File: config.mk
export PLATFORM = sky130hd
export DESIGN_NAME = uart_frame_parser
export DESIGN_NICKNAME = d
export VERILOG_FILES = /design/src/rtl/uart_frame_parser_pkg.sv /design/src/rtl/uart_frame_parser_timeout_ctr.sv /design/src/rtl/uart_frame_parser.sv
export SDC_FILE = /design/constraint.sdc
export NUM_CORES = 1
export LEC_CHECK = 0
export CAP_MARGIN = 20
export CORE_MARGIN = 2
export CORE_UTILIZATION = 55
export DETAILED_ROUTE_END_ITERATION = 10
export HOLD_SLACK_MARGIN = 0.15
export MAX_ROUTING_LAYER = met4
export PLACE_DENSITY = 0.79
export RECOVER_POWER = 100
export SYNTH_ARGS = -nofsm -noshare
export SYNTH_HDL_FRONTEND = slang
export SYNTH_SLANG_ARGS = --single-unit
File: constraint.sdc
create_clock -name clk -period 2.94 [get_ports clk]
set_clock_uncertainty 0.15 [all_clocks]
set_input_delay 0.588 -clock clk [delete_from_list [all_inputs] [get_ports clk]]
set_output_delay 0.588 -clock clk [all_outputs]
set_load 0.01 [all_outputs]
File: src/rtl/uart_frame_parser_pkg.sv
// Shared definitions for the UART command-frame parser: state encoding,
// frame constants and the frame checksum.
package uart_frame_parser_pkg;

    typedef enum logic [2:0] {
        ST_IDLE = 3'd0,
        ST_CHN  = 3'd1,
        ST_DHI  = 3'd2,
        ST_DLO  = 3'd3,
        ST_CSUM = 3'd4
    } state_e;

    localparam logic [7:0] HEADER_DEFAULT = 8'hA5;
    localparam int         FRAME_LEN      = 5;

    // The header byte is deliberately left out of the checksum.
    function automatic logic [7:0] frame_csum(input logic [7:0] chn,
                                              input logic [7:0] dhi,
                                              input logic [7:0] dlo);
        return chn ^ dhi ^ dlo;
    endfunction

endpackage

File: src/rtl/uart_frame_parser_timeout_ctr.sv
// Idle-cycle counter with clear/enable and a terminal-count pulse; shared
// with the UART transmitter.
module frame_timeout_ctr #(
    parameter int unsigned LIMIT = 270000
) (
    input  logic clk,
    input  logic rst,
    input  logic clr_i,
    input  logic en_i,
    output logic tc_o
);

    localparam int unsigned CNT_W = (LIMIT > 1) ? $clog2(LIMIT) : 1;
    localparam logic [CNT_W-1:0] LAST = CNT_W'(LIMIT - 1);

    logic [CNT_W-1:0] cnt_q, cnt_d;

    // Clear wins over enable, so an arriving byte always beats the limit.
    assign tc_o = en_i && !clr_i && (cnt_q == LAST);

    always_comb begin
        cnt_d = cnt_q;
        if (clr_i || tc_o) begin
            cnt_d = '0;
        end else if (en_i) begin
            cnt_d = cnt_q + 1'b1;
        end
    end

    always_ff @(posedge clk) begin
        if (rst) begin
            cnt_q <= '0;
        end else begin
            cnt_q <= cnt_d;
        end
    end

endmodule

File: src/rtl/uart_frame_parser.sv
// Assembles 5-byte UART frames (header, channel, data hi, data lo, XOR
// checksum) into one-cycle command beats; bad or stalled frames are flagged.
module uart_frame_parser
    import uart_frame_parser_pkg::*;
#(
    parameter int unsigned DATA_WIDTH     = 16,
    parameter int unsigned CHN_WIDTH      = 3,
    parameter int unsigned NUM_CHN        = 4,
    parameter logic [7:0]  HEADER         = HEADER_DEFAULT,
    parameter int unsigned TIMEOUT_CYCLES = 270000
) (
    input  logic                  clk,
    input  logic                  rst,
    input  logic                  rx_valid_i,
    input  logic [7:0]            rx_data_i,
    output logic                  tr_valid_o,
    output logic [CHN_WIDTH-1:0]  tr_chn_o,
    output logic [DATA_WIDTH-1:0] tr_data_o,
    output logic                  err_crc_o,
    output logic                  err_chn_o,
    output logic                  err_to_o,
    output logic                  busy_o,
    output logic [15:0]           frame_cnt_o
);

    localparam logic [7:0] NUM_CHN_B = 8'(NUM_CHN);

    state_e     state_q, state_d;
    logic [7:0] chn_q, chn_d;
    logic [7:0] dhi_q, dhi_d;
    logic [7:0] dlo_q, dlo_d;
    logic       good_d, crc_bad_d, chn_bad_d;
    logic       to_clr, to_en, to_tc;

    logic                  tr_valid_q;
    logic [CHN_WIDTH-1:0]  tr_chn_q;
    logic [DATA_WIDTH-1:0] tr_data_q;
    logic                  err_crc_q, err_chn_q, err_to_q, busy_q;
    logic [15:0]           frame_cnt_q;

    // Counting only runs mid-frame on cycles without a byte.
    assign to_clr = rx_valid_i || (state_q == ST_IDLE);
    assign to_en  = !to_clr;

    frame_timeout_ctr #(
        .LIMIT (TIMEOUT_CYCLES)
    ) u_timeout (
        .clk   (clk),
        .rst   (rst),
        .clr_i (to_clr),
        .en_i  (to_en),
        .tc_o  (to_tc)
    );

    always_comb begin
        state_d   = state_q;
        chn_d     = chn_q;
        dhi_d     = dhi_q;
        dlo_d     = dlo_q;
        good_d    = 1'b0;
        crc_bad_d = 1'b0;
        chn_bad_d = 1'b0;
        if (to_tc) begin
            state_d = ST_IDLE;
        end else if (rx_valid_i) begin
            case (state_q)
                ST_IDLE: if (rx_data_i == HEADER) state_d = ST_CHN;
                ST_CHN: begin
                    chn_d   = rx_data_i;
                    state_d = ST_DHI;
                end
                ST_DHI: begin
                    dhi_d   = rx_data_i;
                    state_d = ST_DLO;
                end
                ST_DLO: begin
                    dlo_d   = rx_data_i;
                    state_d = ST_CSUM;
                end
                ST_CSUM: begin
                    state_d = ST_IDLE;
                    if (rx_data_i != frame_csum(chn_q, dhi_q, dlo_q)) begin
                        crc_bad_d = 1'b1;
                    end else if (chn_q >= NUM_CHN_B) begin
                        chn_bad_d = 1'b1;
                    end else begin
                        good_d = 1'b1;
                    end
                end
                default: state_d = ST_IDLE;
            endcase
        end
    end

    always_ff @(posedge clk) begin
        if (rst) begin
            state_q     <= ST_IDLE;
            chn_q       <= '0;
            dhi_q       <= '0;
            dlo_q       <= '0;
            tr_valid_q  <= 1'b0;
            tr_chn_q    <= '0;
            tr_data_q   <= '0;
            err_crc_q   <= 1'b0;
            err_chn_q   <= 1'b0;
            err_to_q    <= 1'b0;
            busy_q      <= 1'b0;
            frame_cnt_q <= '0;
        end else begin
            state_q    <= state_d;
            chn_q      <= chn_d;
            dhi_q      <= dhi_d;
            dlo_q      <= dlo_d;
            tr_valid_q <= good_d;
            err_crc_q  <= crc_bad_d;
            err_chn_q  <= chn_bad_d;
            err_to_q   <= to_tc;
            busy_q     <= (state_d != ST_IDLE);
            // Command outputs hold their last good value across error frames.
            if (good_d) begin
                tr_chn_q    <= chn_q[CHN_WIDTH-1:0];
                tr_data_q   <= DATA_WIDTH'({dhi_q, dlo_q});
                frame_cnt_q <= frame_cnt_q + 16'd1;
            end
        end
    end

    assign tr_valid_o  = tr_valid_q;
    assign tr_chn_o    = tr_chn_q;
    assign tr_data_o   = tr_data_q;
    assign err_crc_o   = err_crc_q;
    assign err_chn_o   = err_chn_q;
    assign err_to_o    = err_to_q;
    assign busy_o      = busy_q;
    assign frame_cnt_o = frame_cnt_q;

endmodule

# Yosys cells after proc, flatten, opt, wreduce, memory -nomap -nowiden
# Index checks and enable logic that the tools add are counted.
# word_totals
reg_bits	86
inputBits	11
output_inout_bits	40
# op_classes
n_addsub	2
magnitude_cmp	1
n_eq_ne	7
n_mux	11
n_bitwise	5
n_reduce_logical	12
# op_table
operator	n
19-bit by 1-bit adder with 19-bit output, second input constant	1
19-bit == test, second input constant	1
16-bit by 1-bit adder with 16-bit output, second input constant	1
8-bit XOR	2
3-bit one-hot mux with 4 select lines	1
3-bit 2-to-1 mux	3
3-bit AND reduction	3
8-bit == test, second input constant	1
8-bit by 3-bit greater-or-equal comparator with 1-bit output, second input constant	1
8-bit inequality test	1
1-bit 2-to-1 mux	7
3-bit by 2-bit == test with 1-bit output, second input constant	2
5-bit OR reduction	1
4-bit OR reduction	1
3-bit by 1-bit == test with 1-bit output, second input constant	1
3-bit == test, second input constant	1
3-bit logical NOT	1
1-bit NOT	3
3-bit nonzero test	1
1-bit logical OR	2
2-bit OR reduction	1
1-bit logical AND	1
1-bit logical NOT	1

# Logic depth before layout (Yosys ltp)
# Gate-level depths: netlist (run 1).
# depth
word_depth	7
mapped_depth	7
depth_no_buf	6

# Modules after synthesis
# Synthesis (run 1) repeated with hierarchy kept, for this count alone.
# unflattened
cells_unflattened	444
hier_area_um2	4236.6
# modules_own_cells
mod	instances	cells_per_inst	area_each_um2
uart_frame_parser	1	342	3311.9
frame_timeout_ctr	1	102	924.6

# Worst setup path before layout (run 1)
# OpenSTA, ideal clock, no wires.
# synth_path
kind	flip-flop to flip-flop
from	reg chn_q[2]
to	reg frame_cnt_q[10], in the netlist frame_cnt_o[10]
t_arrival_ps	2082
path_slack_ps	585
stages_incl_launch_ff	6
n_path_buf	0
synth_period_minus_slack_ps	2355
path_cell_list	dfxtp_1 > or4_4 > nor4_4 > nand4_4 > nor4_1 > mux2_1
# synth_via
elab_chain_cells	7
# synth_rtl
item	line_no	source
from (decl)	uart_frame_parser.sv:29	logic [7:0] chn_q, chn_d;
from (signal assigned)	uart_frame_parser.sv:111	chn_q <= chn_d;
parallel branches: the longest is 3 deep, another holds 8-bit by 3-bit greater-or-equal comparator with 1-bit output	--	
1-bit 2-to-1 mux (*)	uart_frame_parser.sv:82	if (rx_data_i != frame_csum(chn_q, dhi_q, dlo_q)) begin
1-bit 2-to-1 mux (*)	uart_frame_parser.sv:66	case (state_q)
1-bit 2-to-1 mux (*)	uart_frame_parser.sv:65	end else if (rx_valid_i) begin
1-bit 2-to-1 mux (*)	uart_frame_parser.sv:63	if (to_tc) begin
to (signal assigned)	uart_frame_parser.sv:123	frame_cnt_q <= frame_cnt_q + 16'd1;
to (decl)	uart_frame_parser.sv:39	logic [15:0] frame_cnt_q;
# Mark *: on every way between the ends.
# A chain may end at the register's enable or synchronous reset.

# Final worst setup path (run 1)
# layout_path
from	in rx_valid_i
to	reg frame_cnt_q[13], in the netlist frame_cnt_o[13]
# layout_via
elab_chain_cells	4
# layout_rtl
item	line_no	source
from (decl)	uart_frame_parser.sv:14	input logic rx_valid_i,
1-bit logical OR	uart_frame_parser.sv:42	assign to_clr = rx_valid_i || (state_q == ST_IDLE);
1-bit logical NOT	uart_frame_parser_timeout_ctr.sv:19, uart_frame_parser.sv:43	
1-bit logical AND	uart_frame_parser_timeout_ctr.sv:19	assign tc_o = en_i && !clr_i && (cnt_q == LAST);
1-bit 2-to-1 mux (*)	uart_frame_parser.sv:63	
# Every way passes the cells marked *; elsewhere a longest branch is shown, timed or not.

==> results of run 1 <==
## stage by stage
step                std cells  utilization (%)  instance area [µm²]  setup WS (ns)
finish                    601            67.50                 4843         0.3519
global route              601            67.50                 4843         0.2002
CTS                       601            67.88                 4871         0.4974
detailed placement        585            65.35                 4690         0.1277
global placement          585            65.35                 4690         0.1557
floorplan                 444                -                 4015         0.5850
## critical path, stage by stage
cell and delay [ns]:
dlygate4sd3_1 0.55, nand4bb_1 0.25, nor4_4 0.27, nand4_1 0.28
nor4_1 0.38, mux2_1 0.35
## area by class of cell
| class | count | share of cell area [%] |
|---|---|---|
| multi-input cells | 330 | 44.85 |
| flip-flops and latches | 86 | 35.55 |
| repair buffers | 68 | 13.15 |
| clock buffers | 9 | 2.557 |
| well taps | 99 | 2.557 |
| clock inverters | 7 | 1.188 |
| inverters | 2 | 0.1550 |
## layer usage
metal  vias up  global-route usage [%]
met5         -                       -
met4         0                   8.684
met3        11                   4.709
met2        60                   34.61
met1      1531                   29.94
li1       1624                       -
## cell families (layout without fill, tap and decap cells)
kind of cell             after synthesis  after routing  synth area share [%]
buffers and inverters                 28             86                 2.805
AO/OA/AOI/OAI                         28             28                 3.864
adder cells (fa/ha/maj)                2              2                0.6231
multiplexers                          40             40                 10.38
flip-flops                            86             86                 42.88
AND/OR/NAND/NOR                      219            219                 30.51
XOR/XNOR                              41             41                 8.943
## flip-flops by register name, summed over array words and instances (netlist names), 3 cells and up
| signal | flops |
|---|---|
| u_timeout.cnt_q | 19 |
| frame_cnt_o | 16 |
| tr_data_o | 16 |
| chn_q | 8 |
| dhi_q | 8 |
| dlo_q | 8 |
| state_q | 3 |
| tr_chn_o | 3 |
## final timing paths
path                                                start                           end  cells past startpoint
worst min-delay path            tr_data_o[6]$_SDFFE_PP0P_     tr_data_o[6]$_SDFFE_PP0P_                      2
worst min register to register  tr_data_o[6]$_SDFFE_PP0P_     tr_data_o[6]$_SDFFE_PP0P_                      2
worst max register to register      chn_q[2]$_SDFFE_PP0P_  frame_cnt_o[13]$_SDFFE_PP0P_                      5
worst max-delay path                           rx_valid_i  frame_cnt_o[13]$_SDFFE_PP0P_                      6
## layout by cell type (no fill, tap or decap), types with 3 or more instances in the layout
| master | count |
|---|---|
| a21oi_1 | 22 |
| and3_1 | 8 |
| buf_4 | 15 |
| clkbuf_8 | 9 |
| clkdlybuf4s50_1 | 7 |
| clkinvlp_4 | 3 |
| dfxtp_1 | 86 |
| dlygate4sd3_1 | 42 |
| mux2_1 | 12 |
| mux2i_1 | 27 |
| nand2_1 | 41 |
| nand2b_1 | 39 |
| nand3_1 | 7 |
| nand4_1 | 22 |
| nor2_1 | 48 |
| nor2b_1 | 14 |
| nor3_1 | 12 |
| nor4_1 | 8 |
| nor4b_2 | 3 |
| or4_1 | 3 |
| xnor2_1 | 23 |
| xor2_1 | 18 |
## power by group
group | total (mW) | switching [mW] | internal [mW]
sequential | 1.19 | 0.0143 | 1.17
combinational | 0.150 | 0.0830 | 0.0666
clock | 0.770 | 0.455 | 0.315
total | 2.11 | 0.552 | 1.56
==> results.toml, run 1 <==
[status]
outcome = "finished, final reports clean"

[route]
num_vias = 3226
met3_length_um = 292
antenna_left = 0
top_layer = "met4"
met2_length_um = 4033
drtIter0Drc = 239
finalWirelength_um = 8313
m1WireLength_um = 3845
viasPerCell = 5.368
drc = 0
dr.pass1.iters = 4
post_drt_wl_per_cell_um = 13.83

[logic_synthesis]
ys.flop_type = "dfxtp_1"
yosys_warnings = 0
synth.distinct_cells = 43
postSynthAreaPerCell_um2 = 9.043
synth_nets = 457
syn_inst = 444
synth_top_area_cell = "dfxtp_1"
synthTopCellsByArea = "dfxtp_1 (43%), mux2i_1 (6.7%), nand2b_1 (6.1%)"
synth-seq-cells = 86
ys_top_cells_by_count = "dfxtp_1 (86), nor2_1 (48), nand2_1 (41), nand2b_1 (39), mux2i_1 (27)"
netlist.area_leader.share_pct = 42.88
synth_edf_count = 0
async_flop_share_pct = 0
yosysMostFrequentCell = "dfxtp_1"
synth_area_mm2 = 0.004015
seq_area_frac_synth_pct = 42.88

[clock_tree]
clkSinkCount = 86
cts_setup_buffers = 0
holdBufCountCts = 0
clk-insertion-delay-late_ns = 0.36
cts_resized = 0
tritoncts.num_buffers = 9
ctsRootBufferMaster = "clkbuf_8"
clk_path_buf_depth = 2
clkTransAtPathRegs_ns = 0.09
cts_tree = "done"
cts_max_level = 3

[worst_setup_path]
worst-path-max-fanout = 6
critPathLaunchType = "input pin"
arrival_ns = 2.69
ff2ff_setup_slack_ns = 0.47
cp-end-kind = "flip-flop"
critical_path_class = "in -> reg"
required_ns = 3.04

[floorplan]
rows = 31
design.core.area_mm2 = 0.007176
num_io_pins = 51
die_y_um = 89.44
die_w_um = 89.44
start_util_pct = 55.95
die_area_mm2 = 0.008000

[sta]
rsz0062_at_grt = "false"
maxSlewViolCount = 0
setup_tns_ns = 0
hold_slack_ns = 0.3234
tightest_slew_ns = 0.8102
finalHoldViolCount = 0
min_period_ns = 2.588
max_slew_margin_pct = 45.98
finalCritPeriodShare_pct = 88.03
timing.fmax_mhz = 386.4
setup_violations = 0

[placement]
dpl.hpwl_um = 5724
gp_congestion = 0.8483
portBuffers = 50

[final_layout]
regArea_mm2 = 0.001722
fillers = 583
multi_input_area_mm2 = 0.002172
final_nets = 510
n_antenna_cell = 0
areaGrowthSynthToFinish_pct = 20.63
drive_gt1_share_pct = 8.367

[grt]
grt_pass1_vias = 2994
grt.total_usage_pct = 22.81
antenna_found_initial = 0
gr-total-overflow = 0
grt_start_max_net_pins = 98
grt_pass1_wl_um = 13790

[worst_hold_path]
hp-class = "reg -> reg"

[pwr]
power_density_mw_per_mm2 = 435.5
power_mw = 2.109
ir_drop_v = 0.0002732
p_leak_nw = 1.792

[flow_run]
max_cap_violations = 0
No activity file was read; power rests on OpenSTA's default activity.
==> inputs of run 2 (changes only) <==
--- a/config.mk
+++ b/config.mk
@@ -8,10 +8,11 @@
 export CAP_MARGIN = 20
 export CORE_MARGIN = 2
 export CORE_UTILIZATION = 55
+export CTS_BUF_LIST = sky130_fd_sc_hd__clkbuf_8
 export DETAILED_ROUTE_END_ITERATION = 10
 export HOLD_SLACK_MARGIN = 0.15
 export MAX_ROUTING_LAYER = met4
-export PLACE_DENSITY = 0.79
+export PLACE_DENSITY_LB_ADDON = 0.12
 export RECOVER_POWER = 100
 export SYNTH_ARGS = -nofsm -noshare
 export SYNTH_HDL_FRONTEND = slang
==> run 2 against run 1 <==
Total power up 6.9%. Routed wire length shrank 0.47%. Clock power rose by 19%. Register-to-register slack worse by 0.02 ns. Utilization rose by 0.66 points. Critical path type unchanged. Largest cell class unchanged.
==> results.toml, run 2 (synthesis gave the netlist of run 1 again) <==
[status]
outcome = "finished, final reports clean"

[floorplan]
num_io_pins = 51
die_area_mm2 = 0.008000
die_w_um = 89.44
design.core.area_mm2 = 0.007176
rows = 31
start_util_pct = 55.95
die_y_um = 89.44

[worst_hold_path]
hold_depth = 2
holdPathEnd = "tr_data_o[12]$_SDFFE_PP0P_"
hp-start = "tr_data_o[12]$_SDFFE_PP0P_"
hp-class = "reg -> reg"

[sta]
max_slew_margin_pct = 50.71
setup_tns_ns = 0
setup_violations = 0
worst_slack_ns = 0.3314
rsz0062_at_grt = "false"
finalHoldViolCount = 0
timing.fmax_mhz = 383.3
min_period_ns = 2.609
tightest_slew_ns = 0.7393
finalCritPeriodShare_pct = 88.73
maxSlewViolCount = 0
hold_slack_ns = 0.3208

[worst_setup_path]
ff2ff_setup_slack_ns = 0.45
critPathLaunchType = "input pin"
startpoint = "rx_valid_i"
r2r_start = "chn_q[2]$_SDFFE_PP0P_"
arrival_ns = 2.70
critical_path_class = "in -> reg"
worst-path-max-fanout = 6
cp-end-kind = "flip-flop"
rr_worst_depth = 5
worstReg2RegEnd = "frame_cnt_o[11]$_SDFFE_PP0P_"
required_ns = 3.03

[final_layout]
fillers = 575
n_antenna_cell = 0
design_area_mm2 = 0.004891
fin_cells = 602
drive_gt1_share_pct = 8.350
top_register = "u_timeout.cnt_q"
final_nets = 511
layout_commonest_cell = "dfxtp_1"
areaGrowthSynthToFinish_pct = 21.81
mostFrequentLayoutCells = "dfxtp_1 (86), nor2_1 (48), dlygate4sd3_1 (42), nand2_1 (41), nand2b_1 (39)"
utilization_pct = 68.16
largest_reg_flops = 19

[route]
viasPerCell = 5.336
post_drt_wl_per_cell_um = 13.74
drtIter0Drc = 185
finalWirelength_um = 8274
antenna_left = 0
num_vias = 3212
drc = 0
m1WireLength_um = 4139
dr.pass1.iters = 5
top_layer = "met4"
met3_length_um = 236
met2_length_um = 3765

[pwr]
p_seq_share_pct = 52.7
power_density_mw_per_mm2 = 460.9
ir_drop_v = 0.0002569
p_leak_nw = 1.816
p_int_mw = 1.723
swShare_pct = 23.59
power_mw = 2.254
pwr-share-comb_pct = 6.6
p_clk_share_pct = 40.7
power.switching_mw = 0.5318

[clock_tree]
tritoncts.num_buffers = 9
cts_resized = 0
clkSinkCount = 86
holdBufCountCts = 0
clkTransAtPathRegs_ns = 0.09
clk_path_buf_depth = 2
clk-insertion-delay-late_ns = 0.35
cts_tree = "done"
cts_setup_buffers = 0
ctsRootBufferMaster = "clkbuf_8"
cts_max_level = 3

[grt]
grt.total_usage_pct = 21.38
antenna_found_initial = 0
gr-total-overflow = 0
grt_pass1_vias = 2801
grt_pass1_wl_um = 13050
grt_start_max_net_pins = 50

[placement]
portBuffers = 50
dpl.hpwl_um = 5800
placed_area_mm2 = 0.004697
place_inst = 586
pre_cts_ws_ns = 0.1084
gp_congestion = 0.8078

[flow_run]
max_cap_violations = 0
==> run 2: cell types whose count changed in the layout (fill, tap and decap cells not counted) <==
cell | previous run | this run
nor4_1 | 8 | 7
clkbuf_1 | 1 | 3
nor4_2 | 0 | 1
bufinv_16 | 0 | 2
clkinvlp_4 | 3 | 1
buf_4 | 15 | 14
clkinv_2 | 0 | 1
clkinv_4 | 2 | 3
inv_6 | 2 | 0
==> run 2: layout make-up <==
cell class / count / area (µm²) / area share, %
clock buffer: 9 / 123.9 / 2.533
clock inverter: 7 / 98.84 / 2.021
inverter: 2 / 7.507 / 0.1535
multi-input combinational: 330 / 2178 / 44.54
sequential: 86 / 1722 / 35.20
tap: 99 / 123.9 / 2.533
timing repair buffer: 69 / 636.9 / 13.02
==> run 2: how the worst max path moves through the flow <==
stage / endpoint / slack, ns
6_report: frame_cnt_o[11]$_SDFFE_PP0P_ / 0.33
5_1_grt: frame_cnt_o[10]$_SDFFE_PP0P_ / 0.23
2_1_floorplan: frame_cnt_o[10]$_SDFFE_PP0P_ / 0.58
4_1_cts: frame_cnt_o[4]$_SDFFE_PP0P_ / 0.47
3_3_place_gp: frame_cnt_o[12]$_SDFFE_PP0P_ / 0.17
3_5_place_dp: frame_cnt_o[4]$_SDFFE_PP0P_ / 0.11
==> run 2: critical path, stage by stage <==
cell	delay (ns)
dlygate4sd3_1	0.55
nand4bb_1	0.26
nor4_4	0.29
nand4_1	0.31
nor4_1	0.36
mux2_1	0.35
==> run 2: per-layer routing <==
| metal | GRT usage [%] | vias up |
|---|---|---|
| met1 | 30.21 | 1502 |
| met5 | - | - |
| met4 | 8.005 | 0 |
| li1 | - | 1631 |
| met2 | 30.98 | 70 |
| met3 | 2.955 | 9 |
==> run 2: power by group through the flow <==
stage | Clock [mW] | Combinational [mW] | Sequential (mW)
floorplan | 0 | 0.102 | 1.21
global placement | 0 | 0.150 | 1.22
detailed placement | 0 | 0.151 | 1.22
CTS | 0.935 | 0.152 | 1.19
global route | 0.986 | 0.163 | 1.19
finish | 0.917 | 0.149 | 1.19
==> inputs of run 3 (changes only) <==
--- a/config.mk
+++ b/config.mk
@@ -13,7 +13,7 @@
 export HOLD_SLACK_MARGIN = 0.15
 export MAX_ROUTING_LAYER = met4
 export PLACE_DENSITY_LB_ADDON = 0.12
-export RECOVER_POWER = 100
+export RECOVER_POWER = 50
 export SYNTH_ARGS = -nofsm -noshare
 export SYNTH_HDL_FRONTEND = slang
 export SYNTH_SLANG_ARGS = --single-unit
==> run 3 against run 2 <==
Non-clock buffer count did not move. Maximum frequency rose by 1.9%. Utilization rose by 0.21 points. Clock power barely moved. Critical endpoint is now frame_cnt_o[4]$_SDFFE_PP0P_. Largest power group unchanged. First-iteration DRC count rose by 11%. Sequential share of layout area fell by 0.11 points. Worst hold slack improved by 0.0031 ns. Register-to-register slack improved by 0.04 ns. Via count rose by 0.12%. Setup slack improved by 0.048 ns.
==> results.toml, run 3 (synthesis gave the netlist of run 1 again) <==
[sta]
finalCritPeriodShare_pct = 87.09
rsz0062_at_grt = "false"
tightest_slew_ns = 0.7576
finalHoldViolCount = 0
min_period_ns = 2.560
maxSlewViolCount = 0
max_slew_margin_pct = 49.49
setup_tns_ns = 0
timing.fmax_mhz = 390.6
setup_violations = 0

[floorplan]
die_area_mm2 = 0.008000
num_io_pins = 51
start_util_pct = 55.95
die_y_um = 89.44
die_w_um = 89.44
rows = 31
design.core.area_mm2 = 0.007176

[grt]
grt_pass1_vias = 2801
antenna_found_initial = 0
grt_pass1_wl_um = 13050
gr-total-overflow = 0
grt_start_max_net_pins = 50
grt.total_usage_pct = 21.38

[clock_tree]
holdBufCountCts = 0
clk-insertion-delay-late_ns = 0.35
clkTransAtPathRegs_ns = 0.09
tritoncts.num_buffers = 9
cts_tree = "done"
cts_resized = 0
cts_setup_buffers = 0
cts_max_level = 3
ctsRootBufferMaster = "clkbuf_8"
clkSinkCount = 86
clk_path_buf_depth = 2

[worst_setup_path]
max_stage_delay_ns = 0.55
path_cells = "dlygate4sd3_1 -> nand4bb_1 -> nor4_4 -> buf_4 -> nand4_1 -> nor3_1 -> mux2_1"
cp_top_family = "simple AND/OR/NAND/NOR gates"
rr_worst_depth = 6
cp-end-kind = "flip-flop"
critical_path_class = "in -> reg"
r2r_start = "chn_q[2]$_SDFFE_PP0P_"
worstReg2RegEnd = "frame_cnt_o[4]$_SDFFE_PP0P_"
cp_slowest_cell = "dlygate4sd3_1"
ff2ff_setup_slack_ns = 0.49
critPathBufInv = 2
critPathLaunchType = "input pin"
worst-path-max-fanout = 8
required_ns = 3.03
arrival_ns = 2.65

[final_layout]
utilization_pct = 68.37
top_register = "u_timeout.cnt_q"
drive_gt1_share_pct = 8.549
fillers = 574
final_nets = 511
layout_commonest_cell = "dfxtp_1"
fin_cells = 602
mostFrequentLayoutCells = "dfxtp_1 (86), nor2_1 (48), nand2_1 (41), dlygate4sd3_1 (40), nand2b_1 (39)"
n_antenna_cell = 0
largest_reg_flops = 19
areaGrowthSynthToFinish_pct = 22.19

[pwr]
p_leak_nw = 1.825
power_density_mw_per_mm2 = 459.4
ir_drop_v = 0.0002569

[placement]
place_inst = 586
portBuffers = 50
gp_congestion = 0.8078
dpl.hpwl_um = 5800

[worst_hold_path]
hp-start = "tr_data_o[12]$_SDFFE_PP0P_"
hp-class = "reg -> reg"
hold_depth = 2
holdPathEnd = "tr_data_o[12]$_SDFFE_PP0P_"

[route]
drtIter0Drc = 206
dr.pass1.iters = 4
post_drt_wl_per_cell_um = 13.79
drc = 0
antenna_left = 0
finalWirelength_um = 8303
viasPerCell = 5.342
num_vias = 3216

[flow_run]
max_cap_violations = 0

[status]
outcome = "finished, final reports clean"
[run 3: cell types whose count changed in the layout (fill, tap and decap cells not counted)]
| cell | change |
|---|---|
| clkdlybuf4s50_1 | +2 |
| dlygate4sd3_1 | -2 |
| nand4_1 | -1 |
| nand4_4 | +1 |
[run 3: stage by stage]
| step | cell area (µm²) | setup slack (ns) | hold WS, ns | total power [mW] |
|---|---|---|---|---|
| global route | 4906 | 0.2554 | 0.3391 | 2.340 |
| CTS | 4920 | 0.4665 | 0.3272 | 2.275 |
| global placement | 4697 | 0.1670 | 0.3020 | 1.365 |
| detailed placement | 4697 | 0.1084 | 0.3094 | 1.367 |
| finish | 4906 | 0.3796 | 0.3239 | 2.254 |
| floorplan | 4015 | 0.5850 | 0.2801 | 1.312 |
[run 3: how the worst max path moves through the flow]
stage / from / endpoint / cells past startpoint
floorplan: chn_q[2]$_SDFFE_PP0P_ / frame_cnt_o[10]$_SDFFE_PP0P_ / 5
global placement: rx_data_i[3] / frame_cnt_o[12]$_SDFFE_PP0P_ / 7
detailed placement: rx_valid_i / frame_cnt_o[4]$_SDFFE_PP0P_ / 7
CTS: rx_valid_i / frame_cnt_o[4]$_SDFFE_PP0P_ / 7
global route: rx_valid_i / dlo_q[1]$_SDFFE_PP0P_ / 7
finish: rx_valid_i / frame_cnt_o[4]$_SDFFE_PP0P_ / 7
[run 3: metal layers]
metal / track usage, % / share of wire, % / vias to the layer above / wire (µm)
li1: - / - / 1627 / -
met1: 30.21 / 50 / 1516 / 4149
met2: 30.98 / 45 / 65 / 3776
met3: 2.955 / 3.2 / 8 / 263
met4: 8.005 / 1.4 / 0 / 113
met5: - / 0 / - / 0
[run 3: layout make-up]
cell class | count | area [µm²] | area share (%)
Clock buffer | 9 | 123.9 | 2.525
Multi-Input combinational cell | 330 | 2193 | 44.71
Tap cell | 99 | 123.9 | 2.525
Inverter | 2 | 7.507 | 0.1530
Sequential cell | 86 | 1722 | 35.09
Timing Repair Buffer | 69 | 636.9 | 12.98
Clock inverter | 7 | 98.84 | 2.015
[run 3: report_power, final]
group / total [mW] / switching [mW] / internal [mW]
Combinational: 0.149 / 0.0826 / 0.0665
Sequential: 1.19 / 0.0141 / 1.17
Clock: 0.916 / 0.435 / 0.481
[run 3: worst register-to-register path: cells and delay by family (launching register included)]
kind / cells / cell delay (ns)
multiplexers: 1 / 0.35
AND/OR/NAND/NOR: 4 / 1.27
buffers and inverters: 1 / 0.22
flip-flops: 1 / 0.34
==> RTL change 1, RTL diff (config.mk and constraints of run 3) <==
The 5 states of `state_e` get a Gray code encoding in 3 bits.
--- a/src/rtl/uart_frame_parser_pkg.sv
+++ b/src/rtl/uart_frame_parser_pkg.sv
@@ -3,11 +3,11 @@
 package uart_frame_parser_pkg;
 
     typedef enum logic [2:0] {
-        ST_IDLE = 3'd0,
-        ST_CHN  = 3'd1,
-        ST_DHI  = 3'd2,
-        ST_DLO  = 3'd3,
-        ST_CSUM = 3'd4
+        ST_IDLE = 3'b000,
+        ST_CHN  = 3'b001,
+        ST_DHI  = 3'b011,
+        ST_DLO  = 3'b010,
+        ST_CSUM = 3'b110
     } state_e;
 
     localparam logic [7:0] HEADER_DEFAULT = 8'hA5;
Check against the original RTL: no difference found for any inputs over 10 cycles, from zero or initial values and one cycle with rst high; not proved beyond that.
==> RTL change 1 against run 3 <==
Critical path type unchanged. Routed wire length is 3.4% higher. Power up 4.8%. Sequential cell count unchanged. Area after synthesis is 2.2% higher. Final area grew 1.8%. Synthesized cell count is 4.5% higher. Worst setup slack better by 0.031 ns. Highest routed layer unchanged.
==> RTL change 1: results (changes against run 3) <==
[status]
status=complete, no violations  ; unchanged

[final_layout]
drive_gt1_frac=0.0979  ; was 0.0855
antennaDiodeCount=0  ; unchanged
largest_reg_flops=19  ; unchanged
regMostFlops=u_timeout.cnt_q  ; unchanged
final_nets=529  ; was 511

[cts]
clockRootBuffer=clkbuf_8  ; unchanged
clock_latency_ns=0.36

[routing]
drt_iter0_drc=137  ; was 206
drt_wl_total_um=8590  ; was 8300 um
vias_per_cell=5.21  ; was 5.34

[place]
place.gp.congestion=0.839  ; was 0.808
dpl.hpwl_um=5850  ; was 5800 um
dp_slack_ns=0.140  ; was 0.108 ns

[synthesis]
ys_seq_area_frac=0.420  ; was 0.429
synthTopCellsByCount=dfxtp_1 (86), nor2_1 (53), nand2_1 (47)  ; was dfxtp_1 (86), nor2_1 (48), nand2_1 (41)
yosysUniqueCellTypes=42  ; was 43
synth_async_sr_flop_share=0  ; unchanged
ys_top_cells_by_area=dfxtp_1 (42%), xnor2_1 (7.9%), mux2i_1 (6.6%)  ; was dfxtp_1 (43%), mux2i_1 (6.7%), nand2b_1 (6.1%)
syn_nets=477  ; was 457

[worst_setup_path]
crit_fanout=19  ; was 8
cp.arrival_ns=2.63  ; was 2.65 ns

[global_routing]
grt_first_pass_wirelength_um=14600  ; was 13,100 um
grt_max_degree=53  ; was 50
grt.total_usage=0.224  ; was 0.214
grt_pass1_vias=3125  ; was 2,801

[power_and_ir_drop]
leakage_nw=1.75  ; was 1.83 nW
vdd_drop_max_mv=0.322  ; was 0.257 mV

[timing]
slew_headroom=0.424  ; was 0.495

RTL change 1: changes by cell type after synthesis, moves of 5 or more:
cell      delta
xnor2_1     +14
nand2_1      +6
mux2_2       +7
nand4_1     -13
inv_1        +5
mux2_1       -7
clkbuf_1    -10
xor2_1      -14
nor2_1       +5
nand3_1      +7
buf_2        +6
nor3_1       +8
RTL change 1: worst max-delay path, cell delays in order:
cell	delay, ns
dlygate4sd3_1	0.63
xnor2_1	0.23
xnor2_1	0.16
nand4_2	0.09
buf_4	0.22
nor4_1	0.34
mux2_2	0.37
RTL change 1: layout make-up:
type | instances | area (um^2)
Clock inverter | 6 | 133
Multi-Input combinational cell | 347 | 2230
Clock buffer | 10 | 138
Sequential cell | 86 | 1720
Timing Repair Buffer | 65 | 618
Inverter | 7 | 26.3
Tap cell | 99 | 124
Fill cell | 629 | 2260
RTL change 1: where the power goes:
part | total, W | leakage, nW | internal [W] | switching, W
clock network | 0.00111 | 0.138 | 0.000674 | 0.000440
registers | 0.00116 | 0.692 | 0.00116 | 0.000000282
logic | 0.0000842 | 0.918 | 0.0000389 | 0.0000453
RTL change 1: logic make-up after synthesis:
kind of cell               share of synthesized area
AOI/OAI and AO/OA                             0.0357
xor gates and xnor gates                      0.0875
adders and majority gates                    0.00610
buffers and inverters                         0.0366
DFF                                            0.420
muxes                                          0.102
and+or+nand+nor                                0.313
RTL change 1: metrics by stage:
stage          cell area [um^2]  hold slack [ns]  total power [W]  utilization  std cells
4_1_cts                    4990            0.328          0.00237        0.689        620
5_1_grt                    4990            0.346          0.00243        0.688        620
6_report                   4990            0.320          0.00236        0.688        620
3_5_place_dp               4720            0.313          0.00128        0.651        604
3_3_place_gp               4720            0.275          0.00127        0.651        604
2_1_floorplan              4100            0.263          0.00124            -        464
RTL change 1: path summary, 6_finish.rpt:
kind,end,slack (ns),cells after the start,startpoint
worst min register to register,tr_data_o[14],0.32,2,tr_data_o[14]
worst min-delay path,tr_data_o[14],0.32,2,tr_data_o[14]
worst max register to register,frame_cnt_o[15],0.64,5,chn_q[3]
worst max-delay path,frame_cnt_o[6],0.41,7,rx_data_i[7]
RTL change 1: routing by layer:
metal  part of all wire  global-route usage  vias up
met5                  0                   -        -
met4             0.0090              0.0705        0
met3              0.034              0.0409       10
met2               0.48               0.355       60
met1               0.47               0.293     1489
li1                   -                   -     1670
==> RTL change 2, RTL diff (config.mk and constraints of run 3) <==
Made on the original files. Set the parameter `CHN_WIDTH` to 6 (it was 3).
--- a/src/rtl/uart_frame_parser.sv
+++ b/src/rtl/uart_frame_parser.sv
@@ -4,7 +4,7 @@
     import uart_frame_parser_pkg::*;
 #(
     parameter int unsigned DATA_WIDTH     = 16,
-    parameter int unsigned CHN_WIDTH      = 3,
+    parameter int unsigned CHN_WIDTH      = 6,
     parameter int unsigned NUM_CHN        = 4,
     parameter logic [7:0]  HEADER         = HEADER_DEFAULT,
     parameter int unsigned TIMEOUT_CYCLES = 270000
Interface: changed (resized tr_chn_o); port bits go from 51 to 54. The function was not compared with the original's and may differ.
==> RTL change 2 against run 3 <==
Worst setup slack worse by 0.10 ns. Final area is 3.6% higher. Via count is 1.9% higher. Critical path type unchanged. Critical endpoint is now tr_data_o[13]. Routed wire length is 1.8% higher. Global-route usage is 0.096 points higher. Power is 2.9% lower. Area after synthesis is 4.4% higher. Sequential cell count is 3 higher. Worst hold slack worse by 0.024 ns.
==> RTL change 2: results (changes against run 3) <==
[global_routing]
gr-usage-met2=0.327  ; was 0.310
grt_max_degree=73  ; was 50
grtUsageMet3=0.0257  ; was 0.0295
grt_pass1_vias=3032  ; was 2,801
grt_first_pass_wirelength_um=14100  ; was 13,100 um
grt.total_usage=0.215  ; was 0.214

[min_path]
hold_end=u_timeout.cnt_q[0]  ; was tr_data_o[12]
hp-start=u_timeout.cnt_q[0]  ; was tr_data_o[12]

[power_and_ir_drop]
vdd_drop_max_mv=0.256  ; was 0.257 mV
leakage_nw=1.80  ; was 1.83 nW

[routing]
wl_per_cell_um=13.4  ; was 13.8 um
drt_iter0_drc=88  ; was 206
vias_per_cell=5.20  ; was 5.34

[synthesis]
syn_area_per_cell_um2=9.01  ; was 9.04 um^2
syn_nets=478  ; was 457
ys_top_cells_by_area=dfxtp_1 (43%), xnor2_1 (7.7%), mux2i_1 (6.4%)  ; was dfxtp_1 (43%), mux2i_1 (6.7%), nand2b_1 (6.1%)
ys_seq_area_frac=0.425  ; was 0.429

[place]
place.gp.congestion=0.799  ; was 0.808
io_buffer_count=53  ; was 50
dpl.hpwl_um=5980  ; was 5800 um
dpl.cell_count=614  ; was 586

[worst_setup_path]
reg2reg_from=u_timeout.cnt_q[13]  ; was chn_q[2]
reg2reg_slack_ns=0.54  ; was 0.49 ns
rr_endpoint=u_timeout.cnt_q[15]  ; was frame_cnt_o[4]
cp.arrival_ns=2.81  ; was 2.65 ns
rr_worst_depth=4  ; was 6

[status]
status=complete, no violations  ; unchanged

[final_layout]
final_nets=539  ; was 511
drive_gt1_frac=0.107  ; was 0.0855

[cts]
clock_latency_ns=0.37  ; was 0.35 ns

[timing]
fin_hold_ws_ns=0.300  ; was 0.324 ns

## RTL change 2: cell count changes in the layout (fill, tap and decap cells not counted), sizes merged, moves of 6 or more
cell,delta
nand3,+6
nand4,-13
nor2,+6
nor3,+8
xnor2,+14
xor2,-14
## RTL change 2: logic make-up after synthesis
logic type,after synthesis,share of synthesized area
multiplexers,41,0.102
AO/OA/AOI/OAI,26,0.0328
AND/OR/NAND/NOR,237,0.315
buffers and inverters,29,0.0331
flip-flops,89,0.425
XOR/XNOR,41,0.0857
adder cells (fa/ha/maj),2,0.00597
## RTL change 2: layout make-up
class | count | area (um^2)
multi-input combinational | 347 | 2280
fill | 590 | 2250
sequential | 89 | 1780
timing repair buffer | 73 | 689
clock buffer | 10 | 138
tap | 99 | 124
clock inverter | 6 | 52.6
inverter | 6 | 22.5
## RTL change 2: worst max path at each step
stage,to,from,slack [ns],cells after the start
after floorplan,frame_cnt_o[13],rx_valid_i,0.58,5
after global placement,frame_cnt_o[13],rx_valid_i,-0.0002,6
after detailed placement,frame_cnt_o[15],rx_valid_i,-0.06,6
after CTS,frame_cnt_o[15],rx_valid_i,0.34,6
after global routing,tr_data_o[13],rx_valid_i,0.14,9
final,tr_data_o[13],rx_valid_i,0.28,9
## RTL change 2: power breakdown
group / internal [W] / switching (W)
clock network: 0.000340 / 0.000456
logic: 0.0000730 / 0.0000912
registers: 0.00122 / 0.0000138
total: 0.00163 / 0.000561
## RTL change 2: through the flow
stage,util,cell area (um^2),setup WS [ns],power [W]
after floorplan,-,4190,0.582,0.00137
after global placement,0.669,4910,-0.000182,0.00142
after detailed placement,0.669,4910,-0.0575,0.00142
after CTS,0.695,5100,0.340,0.00221
after global routing,0.694,5080,0.136,0.00227
final,0.694,5080,0.279,0.00219
## RTL change 2: worst max-delay path: stages
cell and delay, ns:
clkdlybuf4s50_1 0.47, clkbuf_1 0.39, inv_1 0.13, nor4b_2 0.24, buf_4 0.19, nand2_2 0.09
nor3_4 0.25, buf_12 0.22, mux2i_1 0.23
## RTL change 2: per-layer routing
layer / vias to the layer above / wire length, um
met2: 62 / 3770
met1: 1506 / 4220
met4: 0 / 146
li1: 1696 / -
met3: 14 / 312
met5: - / 0
